File: src/rtl/stream_pkg.sv
// rtl/stream_pkg.sv - shared FSM state type and keep-clamp helper for stream width converters
package stream_pkg;

    typedef enum logic {
        IDLE = 1'b0,
        SEND = 1'b1
    } state_t;

    // Word count actually carried by a beat: keep values above the beat capacity saturate.
    function automatic int unsigned clamp_keep(input int unsigned keep, input int unsigned ratio);
        return (keep > ratio) ? ratio : keep;
    endfunction

endpackage

File: src/rtl/stream_beat_reg.sv
// rtl/stream_beat_reg.sv - wide beat holding register with load enable
//
// Ports:
//   clk, rst_n        clock, asynchronous active-low reset
//   load              capture d_data/d_last on the rising edge
//   d_data, d_last    incoming wide beat and its end-of-packet flag
//   q_data, q_last    held wide beat and its end-of-packet flag
module stream_beat_reg #(
    parameter int T_DATA_WIDTH = 32,
    parameter int T_DATA_RATIO = 3
) (
    input  logic                    clk,
    input  logic                    rst_n,
    input  logic                    load,
    input  logic [T_DATA_WIDTH-1:0] d_data [T_DATA_RATIO-1:0],
    input  logic                    d_last,
    output logic [T_DATA_WIDTH-1:0] q_data [T_DATA_RATIO-1:0],
    output logic                    q_last
);

    always_ff @(posedge clk or negedge rst_n) begin
        if (!rst_n) begin
            for (int i = 0; i < T_DATA_RATIO; i++) begin
                q_data[i] <= '0;
            end
            q_last <= 1'b0;
        end else if (load) begin
            for (int i = 0; i < T_DATA_RATIO; i++) begin
                q_data[i] <= d_data[i];
            end
            q_last <= d_last;
        end
    end

endmodule

File: src/rtl/stream_unpacker.sv
// rtl/stream_unpacker.sv - splits wide multi-word beats into a narrow word stream
//
// Optional feature: STREAM_UNPACKER_PREFETCH_EN (zero-bubble beat-to-beat operation).
//
// Ports:
//   clk, rst_n              clock, asynchronous active-low reset
//   s_data, s_keep, s_last  wide beat (index 0 oldest), valid word count, end of packet
//   s_valid, s_ready        wide-side handshake
//   m_data, m_last          narrow word and end of packet
//   m_valid, m_ready        narrow-side handshake
//   err_keep                sticky flag, set by an accepted beat with s_keep == 0
module stream_unpacker
    import stream_pkg::*;
#(
    parameter int T_DATA_WIDTH = 32,
    parameter int T_DATA_RATIO = 3
) (
    input  logic                          clk,
    input  logic                          rst_n,
    input  logic [T_DATA_WIDTH-1:0]       s_data [T_DATA_RATIO-1:0],
    input  logic [$clog2(T_DATA_RATIO):0] s_keep,
    input  logic                          s_last,
    input  logic                          s_valid,
    output logic                          s_ready,
    output logic [T_DATA_WIDTH-1:0]       m_data,
    output logic                          m_last,
    output logic                          m_valid,
    input  logic                          m_ready,
    output logic                          err_keep
);

    localparam int T_WIDTH_RATIO = $clog2(T_DATA_RATIO);
    localparam int CW            = T_WIDTH_RATIO + 1;

    state_t                    state, state_next;
    logic [T_WIDTH_RATIO-1:0]  idx, idx_next;
    logic [CW-1:0]             count, count_next;
    logic                      err_next;
    logic                      load;
    logic                      s_hs, m_hs;
    logic                      final_word;
    logic [T_DATA_WIDTH-1:0]   held [T_DATA_RATIO-1:0];
    logic                      held_last;

    stream_beat_reg #(
        .T_DATA_WIDTH (T_DATA_WIDTH),
        .T_DATA_RATIO (T_DATA_RATIO)
    ) u_beat_reg (
        .clk    (clk),
        .rst_n  (rst_n),
        .load   (load),
        .d_data (s_data),
        .d_last (s_last),
        .q_data (held),
        .q_last (held_last)
    );

    // Outputs come only from registers, so m_valid never sees s_valid combinationally.
    assign final_word = (state == SEND) && ({1'b0, idx} == count - 1'b1);
    assign m_valid    = (state == SEND);
    assign m_data     = held[idx];
    assign m_last     = final_word && held_last;

    assign s_hs = s_valid && s_ready;
    assign m_hs = m_valid && m_ready;

`ifdef STREAM_UNPACKER_PREFETCH_EN
    // Keeps s_ready low during reset and until the first edge after release.
    logic alive;

    always_ff @(posedge clk or negedge rst_n) begin
        if (!rst_n) begin
            alive <= 1'b0;
        end else begin
            alive <= 1'b1;
        end
    end

    // A new beat may land in the same edge that retires the final word.
    assign s_ready = alive && ((state == IDLE) || (final_word && m_ready));
`else
    // Registered copy of "next state is IDLE": equals state==IDLE without any path from m_ready.
    logic ready_q;

    always_ff @(posedge clk or negedge rst_n) begin
        if (!rst_n) begin
            ready_q <= 1'b0;
        end else begin
            ready_q <= (state_next == IDLE);
        end
    end

    assign s_ready = ready_q;
`endif

    always_comb begin
        state_next = state;
        idx_next   = idx;
        count_next = count;
        err_next   = err_keep;
        load       = 1'b0;

        if (m_hs) begin
            if (final_word) begin
                state_next = IDLE;
            end else begin
                idx_next = idx + 1'b1;
            end
        end

        // A beat accepted alongside the final word overrides the return to IDLE.
        if (s_hs) begin
            if (s_keep != '0) begin
                load       = 1'b1;
                state_next = SEND;
                idx_next   = '0;
                count_next = CW'(clamp_keep(32'(s_keep), T_DATA_RATIO));
            end else begin
                err_next = 1'b1;
            end
        end
    end

    always_ff @(posedge clk or negedge rst_n) begin
        if (!rst_n) begin
            state    <= IDLE;
            idx      <= '0;
            count    <= '0;
            err_keep <= 1'b0;
        end else begin
            state    <= state_next;
            idx      <= idx_next;
            count    <= count_next;
            err_keep <= err_next;
        end
    end

endmodule

File: config.mk
export PLATFORM = sky130hd
export DESIGN_NAME = stream_unpacker
export DESIGN_NICKNAME = d
export VERILOG_FILES = /design/src/rtl/stream_pkg.sv /design/src/rtl/stream_beat_reg.sv /design/src/rtl/stream_unpacker.sv
export SDC_FILE = /design/constraint.sdc
export NUM_CORES = 1
export LEC_CHECK = 0
export CAP_MARGIN = 20
export CORE_UTILIZATION = 48
export DETAILED_ROUTE_END_ITERATION = 16
export PLACE_DENSITY_LB_ADDON = 0.25
export RECOVER_POWER = 50
export SLEW_MARGIN = 20
export SYNTH_ARGS = -nofsm -noshare
export SYNTH_HDL_FRONTEND = slang
export SYNTH_SLANG_ARGS = --single-unit
export TNS_END_PERCENT = 50
File: constraint.sdc
create_clock -name clk -period 2.27 [get_ports clk]
set_input_delay 0.681 -clock clk [delete_from_list [all_inputs] [get_ports clk]]
set_output_delay 0.681 -clock clk [all_outputs]
set_load 0.03 [all_outputs]
After elaboration in Yosys (flattened, before gate mapping)
Index checks and enable logic that the tools add are counted.

Word-level logic and storage cells: 36. Bits of input ports: 104. Output and inout port bits: 36. Flip-flop bits (word level): 105.

$add $sub $neg: 2. Magnitude comparators: 2. Reductions and logical operators: 7. Equality and inequality tests: 1. Mux-type cells: 13. Bitwise operators: 2.

Operator list (number): $bmux W32 S2 (1); $mux W32 (1); $mux W2 (4); $mux W1 (6); $logic_and A1 B1 Y1 (4); $reduce_and A2 Y1 (2); $eq A2 B3 Y1 (1); $gt A3 B2 Y1 const B (1); $lt A2 B3 Y1 const B (1); $mux W3 (1); $reduce_bool A3 Y1 (1); $sub A3 B1 Y3 const B (1); $add A2 B1 Y2 const B (1); $not A1 Y1 (2).

Depth between registers and ports, before layout
Gate-level depths: netlist (run 1).

Depth in word-level cells: 8. Mapped depth: 6. Mapped depth without buffers: 5.

By module
From an unflattened synthesis (run 1), not the netlist that was laid out.

Cell total of the unflattened synthesis: 355. Area, all modules: 4879.7 um^2.

By module, submodules not included: stream_beat_reg (area an instance 3718.6 um^2, cells each 205, instances 1, sequential area each 2427.3 um^2); stream_unpacker (area an instance 1161.1 um^2, cells each 150, instances 1, sequential area each 200.2 um^2).

Least setup slack after synthesis (run 1)
No wires, ideal clock.

Kind: register to output. Start: reg idx[1]. End: out m_data[0]. Buffers on the path: 2. Required time: 1.589 ns. Arrival time: 1.544 ns. Cell stages (with the launch flop): 5. Slack: 0.045 ns. Cell sequence: dfrtp_1 -> buf_2 -> buf_2 -> mux2i_1 -> o21ai_0.

Cells in the longest elaborated chain, start to end: 2.

RTL lines: start, declared (line stream_unpacker.sv:36) `logic [T_WIDTH_RATIO-1:0] idx, idx_next;`; start signal, assigned (line stream_unpacker.sv:132) `idx <= idx_next;`; $bmux W32 S2 (line stream_unpacker.sv:61) `assign m_data = held[idx];`; $mux W32 (not written as such) (line stream_unpacker.sv:61); end, declared (line stream_unpacker.sv:25) `output logic [T_DATA_WIDTH-1:0] m_data,`.

No other way between the ends. The select of a mux whose other input is x is not followed.

Final worst setup path (run 1)
Start: reg count[0]. End: out m_last.

Cells in the longest elaborated chain, start to end: 4.

RTL lines: start, declared (line stream_unpacker.sv:37) `logic [CW-1:0] count, count_next;`; start signal, assigned (line stream_unpacker.sv:133) `count <= count_next;`; $sub A3 B1 Y3 (line stream_unpacker.sv:59) `assign final_word = (state == SEND) && ({1'b0, idx} == count - 1'b1);`; $eq A2 B3 Y1 (line stream_unpacker.sv:59); $logic_and A1 B1 Y1 (line stream_unpacker.sv:59); $logic_and A1 B1 Y1 (line stream_unpacker.sv:62) `assign m_last = final_word && held_last;`; end, declared (line stream_unpacker.sv:26) `output logic m_last,`.

No other way between the ends.

==> flow_summary.ini, run 1 <==
[power]
p_leak_nw = 2.85
power.share.clock_pct = 12.5
comb_power_share_pct = 52.7
power_frac_seq_pct = 34.8
p_sw_share_pct = 39.7
p_total_mw = 9.59
internal_power_mw = 5.78
switchingPower_mw = 3.81
p_per_area_nw_per_um2 = 1440
ir_worst_vdd_mv = 0.890

[clocking]
cts.clk_slew.worst_paths_ps = 100
insertion_delay_ps = 360
clock-sinks = 105
root_buffer = clkbuf_8
cts_buffers = 9
cts_max_path_buffers = 2
cts_tree = built
htree_levels = 3

[global_routing]
grt_pass1_wl_mm = 16.2
grt_max_degree = 57
antenna_found_initial = 0
grt-ovfl-total = 0
grt_util_all_layers_pct = 20.8
grt_pass1_vias = 3402

[setup_path]
start_kind = flip-flop
endpoint = m_last
cpLargestDelayFamily = flip-flops
worstSetupPathDepth = 6
cp_slowest_stage_delay_ps = 380
crit_start = count[0]$_DFFE_PN0P_
path_cells = inv_2, ha_4, xor2_4, nand3_2, nor2_2, buf_6
r2r_start = count[0]$_DFFE_PN0P_
rr_endpoint = idx[1]$_DFF_PN0_
required_ps = 1590
slowest_stage = dfrtp_1
worst-setup-path-type = reg2out
r2r_cells = 7
worst-r2r-setup-slack_ps = 620
end_kind = output pin
path_max_fanout = 2
crit_buf_inv = 2
critPathArrivalTime_ps = 1630

[floorplanning]
die-area_um2 = 10300
die_y_um = 101
die_w_um = 101
core_um2 = 9420
start_util_pct = 50.4
pin_count = 140
num_rows = 35

[drt]
final_antenna_net_count = 0
drc = 0
drt_pass1_iterations = 4
vias = 3303
viasPerCell = 5.12
routed_wirelength_mm = 10.4
routedWlPerCell_um = 16.1
drt_iter0_markers = 74

[synthesis]
muxShareOfSynthArea_pct = 30.2
synthFlopType = dfrtp_1
synth_area_um2 = 4740
synth_warnings = 0
synth_nets = 461
syn_inst = 356
synth_top_family_by_area = multiplexers
yosys.area_share.simple_pct = 4.48
synth_edf_count = 0
ys_ff_latch = 105
ys_top_cells_by_area = dfrtp_1, mux2_1, mux2i_1
synth_fa_ha_area_share_pct = 0.264
synth_xor_xnor_area_share_pct = 0.554
synth_async_sr_flop_share_pct = 100
yosysTopAreaCell = dfrtp_1
yosys.area.top_type_share_pct = 55.4
synth_compound_gate_area_share_pct = 4.91
avgSynthCellArea_um2 = 13.3
ys_seq_area_share_pct = 55.4
synth_cell_types = 28

[timing]
skew_ps = 15.1
finalSetupViolCount = 1
rsz0062_at_grt = true
max_slew_margin_pct = 3.51
max_freq_ghz = 0.432
setup_ws_ps = -45.5
final_hold_viol_count = 0
fin_crit_sh_pct = 102
fin_crit_ps = 2320
slew_viol_final = 0
tightestPinTransition_ps = 1450

[final_layout]
fin_util_pct = 70.9
areaGrowthSynthToFinish_pct = 40.7
fillers = 694
fin_nets = 616
drive_gt1_share_pct = 23.4
diodes = 0

[worst_hold_path]
holdCritStartpoint = err_keep$_DFFE_PN0P_
hold_path.class = reg2reg

[run_status]
status = finished, violations left
violations = setup timing

[placement]
finalWeightedCongestion = 0.773
port_buffers = 139
place_worst_setup_slack_ps = -99.9
dpl.hpwl_mm = 7.48

[job]
max_cap_violations = 0
kinds of logic (layout without fill, tap and decap cells):
logic type,count (synthesis),count (layout)
fa+ha+maj,1,1
compound gates,40,40
mux,131,131
xor+xnor,3,3
simple gates,51,51
flops,105,105
buf+inv,25,185
power groups by stage:
stage / sequential, mW / clock, mW / combinational, mW
floorplan: 3.24 / 0 / 3.00
global placement: 3.30 / 0 / 4.44
detailed placement: 3.37 / 0 / 4.54
CTS: 3.33 / 1.24 / 4.76
global route: 3.46 / 1.31 / 5.41
finish: 3.34 / 1.20 / 5.05
registers in the layout (all words and copies together), names as in the netlist:
name and count:
u_beat_reg.q_last 1, s_ready 1, m_valid 1, err_keep 1, count 3, u_beat_reg.q_data 96
idx 2
stage by stage:
stage | instances | instance area, um2 | setup TNS (ps) | hold slack, ps
after floorplan | 356 | 4740 | 0 | 385
after global placement | 624 | 6270 | -2920 | 454
after detailed placement | 624 | 6270 | -5570 | 467
after CTS | 643 | 6580 | -37.8 | 199
after global routing | 645 | 6670 | -1180 | 512
final | 645 | 6670 | -45.5 | 484
area by class of cell:
type	instances	area [um2]	area share, %
sequential	105	2630	39.4
multi-input combinational	226	2010	30.1
timing repair buffer	167	1660	24.8
tap	129	161	2.42
clock buffer	10	138	2.06
clock inverter	6	72.6	1.09
inverter	2	7.51	0.112
cells in the final DEF (no fill, tap or decap), types with 2 or more instances in the layout:
cell type        instances
nor2_1                   3
mux2i_1                 33
o21ai_2                  9
o22ai_1                  2
nand2_1                 34
inv_2                    2
dfrtp_2                  2
mux2_1                  77
buf_6                    8
clkbuf_8                10
buf_4                   41
mux2_2                  20
nand2_2                  3
inv_6                    3
and3_1                   2
clkbuf_2                 2
buf_12                   9
o21ai_1                 19
o21ai_0                  4
clkdlybuf4s50_1        103
dfrtp_1                103
nand2b_1                 2
a31oi_1                  2
synth_stat cells (2+ instances only):
library cell / count
a31oi_1: 2
and3_1: 2
buf_2: 10
buf_6: 2
buf_8: 7
clkbuf_1: 4
dfrtp_1: 105
inv_1: 2
mux2_1: 77
mux2_2: 20
mux2i_1: 34
nand2_1: 37
nand2b_1: 2
nand3_1: 2
nor2_1: 4
o21ai_0: 32
o22ai_1: 2
xor2_1: 2
metal layers:
layer  track usage [%]  part of all wire (%)  vias to the layer above
met5                 0                     0                        -
met4              7.80                   1.3                        0
met3              5.87                   6.9                       12
met2              35.3                    51                      102
met1              25.2                    41                     1636
li1                  -                     -                     1553
how the worst min path moves through the flow:
stage                                            end  slack [ps]  cells past startpoint
finish                          err_keep$_DFFE_PN0P_         480                      1
global route                    err_keep$_DFFE_PN0P_         510                      1
CTS                 u_beat_reg.q_data[4]$_DFFE_PN0P_         200                      1
detailed placement              err_keep$_DFFE_PN0P_         470                      1
global placement                err_keep$_DFFE_PN0P_         450                      1
floorplan                       count[0]$_DFFE_PN0P_         390                      0
timing repair:
action | 4_1_cts | 5_1_grt
setup endpoints to repair | 34 | 32
hold endpoints to repair | 0 | 0
buffers inserted | 3 | 2
gates resized for setup | 27 | 43
hold buffers | 0 | 0
pin swaps | 1 | 4
No activity file was read; power rests on OpenSTA's default activity.
==> inputs of run 2 (changes only) <==
--- a/config.mk
+++ b/config.mk
@@ -7,11 +7,14 @@
 export LEC_CHECK = 0
 export CAP_MARGIN = 20
 export CORE_UTILIZATION = 48
+export CTS_CLUSTER_DIAMETER = 120
 export DETAILED_ROUTE_END_ITERATION = 16
+export DONT_BUFFER_PORTS = 1
 export PLACE_DENSITY_LB_ADDON = 0.25
 export RECOVER_POWER = 50
 export SLEW_MARGIN = 20
 export SYNTH_ARGS = -nofsm -noshare
 export SYNTH_HDL_FRONTEND = slang
+export SYNTH_HIERARCHICAL = 1
 export SYNTH_SLANG_ARGS = --single-unit
 export TNS_END_PERCENT = 50
==> run 2 against run 1 <==
Compared with the run above:
- the run ends with hold timing, setup timing left
- die area increased by 2.8%
- final area decreased by 16%
- critical path depth unchanged
- count of clock-buffer cells in the layout increased by 2
- global-route usage decreased by 2.7 points
- non-clock buffer count decreased by 121
- fmax decreased by 0.16%
- flip-flop and latch count unchanged
- core utilization decreased by 14 points
- register-to-register slack got worse by 170 ps
- sequential power increased by 3%
- via count decreased by 15%
==> flow_summary.ini, run 2 <==
[placement]
place_worst_setup_slack_ps = 230
port_buffers = 0
dpl.hpwl_mm = 6.31
finalWeightedCongestion = 0.777

[power]
p_per_area_nw_per_um2 = 1690
ir_worst_vdd_mv = 0.708
p_leak_nw = 2.45

[floorplanning]
pin_count = 140
die_y_um = 103
die-area_um2 = 10600
core_um2 = 9820
num_rows = 36
start_util_pct = 49.7
die_w_um = 103

[drt]
drc = 0
drt_iter0_markers = 94
vias = 2815
viasPerCell = 5.34
drt_pass1_iterations = 4
final_antenna_net_count = 0
routed_wirelength_mm = 9.73
routedWlPerCell_um = 18.5

[run_status]
status = finished, violations left
violations = hold timing, setup timing

[setup_path]
rr_endpoint = u_beat_reg/q_data[9]$_DFFE_PN0P_
start_kind = flip-flop
worst-r2r-setup-slack_ps = 450
path_max_fanout = 7
r2r_start = s_ready$_DFF_PN0_
critPathArrivalTime_ps = 1640
worst-setup-path-type = reg2out
required_ps = 1590
end_kind = output pin
r2r_cells = 4

[timing]
rsz0062_at_grt = true
fin_setup_tns_ps = -163
final_hold_viol_count = 9
skew_ps = 8.00
fin_crit_ps = 2320
tightestPinTransition_ps = 460
max_slew_margin_pct = 69.3
slew_viol_final = 0
max_freq_ghz = 0.431
finalSetupViolCount = 7
fin_crit_sh_pct = 102
setup_ws_ps = -49.2
whs_ps = -1.86

[synthesis]
avgSynthCellArea_um2 = 13.7
yosysMostFrequentCell = dfrtp_1
yosys.area.top_type_share_pct = 53.8
synth_warnings = 6
synth_nets = 460
synth_common_cells = dfrtp_1, mux2_2, nand2_1, mux2i_1, o21ai_1
ys_top_cells_by_area = dfrtp_1, mux2_2, mux2_4
synth_area_um2 = 4880
synth_cell_types = 32
ys_ff_latch = 105
synthFlopType = dfrtp_1
synth_edf_count = 0
ys_seq_area_share_pct = 53.8
syn_inst = 355
yosysTopAreaCell = dfrtp_1
synth_async_sr_flop_share_pct = 100

[final_layout]
areaGrowthSynthToFinish_pct = 15.3
reg_top3 = u_beat_reg/q_data: 96 flops, count: 3 flops, idx: 2 flops
multi_input_area_um2 = 2180
regMostFlops = u_beat_reg/q_data
fin_nets = 495
drive_gt1_share_pct = 47.7
largest_register_ffs = 96
most-common-layout-cells = dfrtp_1, mux2_2, mux2i_1, mux2_4, buf_4
mostFrequentLayoutCell = dfrtp_1
diodes = 0
fillers = 824
fin_util_pct = 57.3
regArea_um2 = 2630

[clocking]
clock-sinks = 105
htree_levels = 3
cts_max_path_buffers = 2
insertion_delay_ps = 360
root_buffer = clkbuf_8
cts.clk_slew.worst_paths_ps = 90
cts_buffers = 9
cts_tree = built

[global_routing]
antenna_found_initial = 0
grt_pass1_vias = 2795
grt_pass1_wl_mm = 14.1
grt_max_degree = 106
grt_util_all_layers_pct = 18.1
grt-ovfl-total = 0

[job]
max_cap_violations = 0

[worst_hold_path]
hold_path.class = in2async
[run 2: cell types whose count changed in the layout (fill, tap and decap cells not counted), moves of 4 or more]
cell | previous run | this run
clkdlybuf4s50_1 | 103 | 0
mux2_1 | 77 | 0
mux2_2 | 20 | 67
mux2_4 | 0 | 30
buf_4 | 41 | 29
nand2_1 | 34 | 26
nand2_4 | 0 | 5
o21ai_0 | 4 | 0
[run 2: cell type report]
type                            instances  share of cell area [%]
Sequential cell                       105                    46.8
Multi-Input combinational cell        225                    38.7
Timing Repair Buffer                   46                    8.45
Tap cell                              133                    2.96
Clock buffer                           12                    2.58
Clock inverter                          3                   0.311
Inverter                                3                   0.245
[run 2: cells by family after synthesis]
kind of cell | share of synthesized area (%)
buffers and inverters | 4.08
AND/OR/NAND/NOR | 4.44
AO/OA/AOI/OAI | 4.79
adder cells (fa/ha/maj) | 0.256
XOR/XNOR | 0.923
multiplexers | 31.7
flip-flops | 53.8
[run 2: routing by layer]
metal  global-route usage, %  vias to the layer above  wire length [um]  share of wire (%)
li1                        -                     1320                 -                  -
met1                    23.5                     1400              4030                 41
met5                       0                        -                 0                  0
met2                    27.6                       84              4820                 49
met4                    8.45                        0               155                1.6
met3                    5.90                       11               724                7.4
[run 2: stage by stage]
stage	power, mW	area, um2	std cells
2_1_floorplan	6.82	4880	355
3_3_place_gp	7.89	5210	507
3_5_place_dp	8.02	5210	507
4_1_cts	9.17	5420	524
5_1_grt	10.1	5620	527
6_report	9.49	5620	527
[run 2: how the worst max path moves through the flow]
stage                             to  cells past startpoint            startpoint
after floorplan               m_last                      5  count[0]$_DFFE_PN0P_
after global placement        m_last                      6  count[0]$_DFFE_PN0P_
after detailed placement      m_last                      6  count[0]$_DFFE_PN0P_
after CTS                     m_last                      6  count[0]$_DFFE_PN0P_
after global routing      m_data[28]                      6      idx[0]$_DFF_PN0_
final                     m_data[25]                      6      idx[0]$_DFF_PN0_
[run 2: what timing repair did]
item,CTS,global route
gates resized for setup,7,41
pin swaps,1,8
endpoints found under the hold margin,105,105
endpoints found under the setup margin,33,30
gates cloned,0,1
buffers inserted,2,2
[run 2: critical path, cell delays in order (launching register included)]
cell       delay, ps
dfrtp_2          490
nor2b_4          180
buf_12           130
clkbuf_16        160
nand2_1           60
o21ai_1           70
buf_4            180
[run 2: power breakdown]
| part | switching (mW) | total (mW) | leakage [nW] | internal (mW) |
|---|---|---|---|---|
| Sequential | 0.617 | 3.43 | 1.24 | 2.82 |
| Combinational | 2.50 | 5.04 | 1.13 | 2.53 |
| Clock | 0.602 | 1.02 | 0.0822 | 0.421 |
| Total | 3.72 | 9.49 | 2.45 | 5.77 |
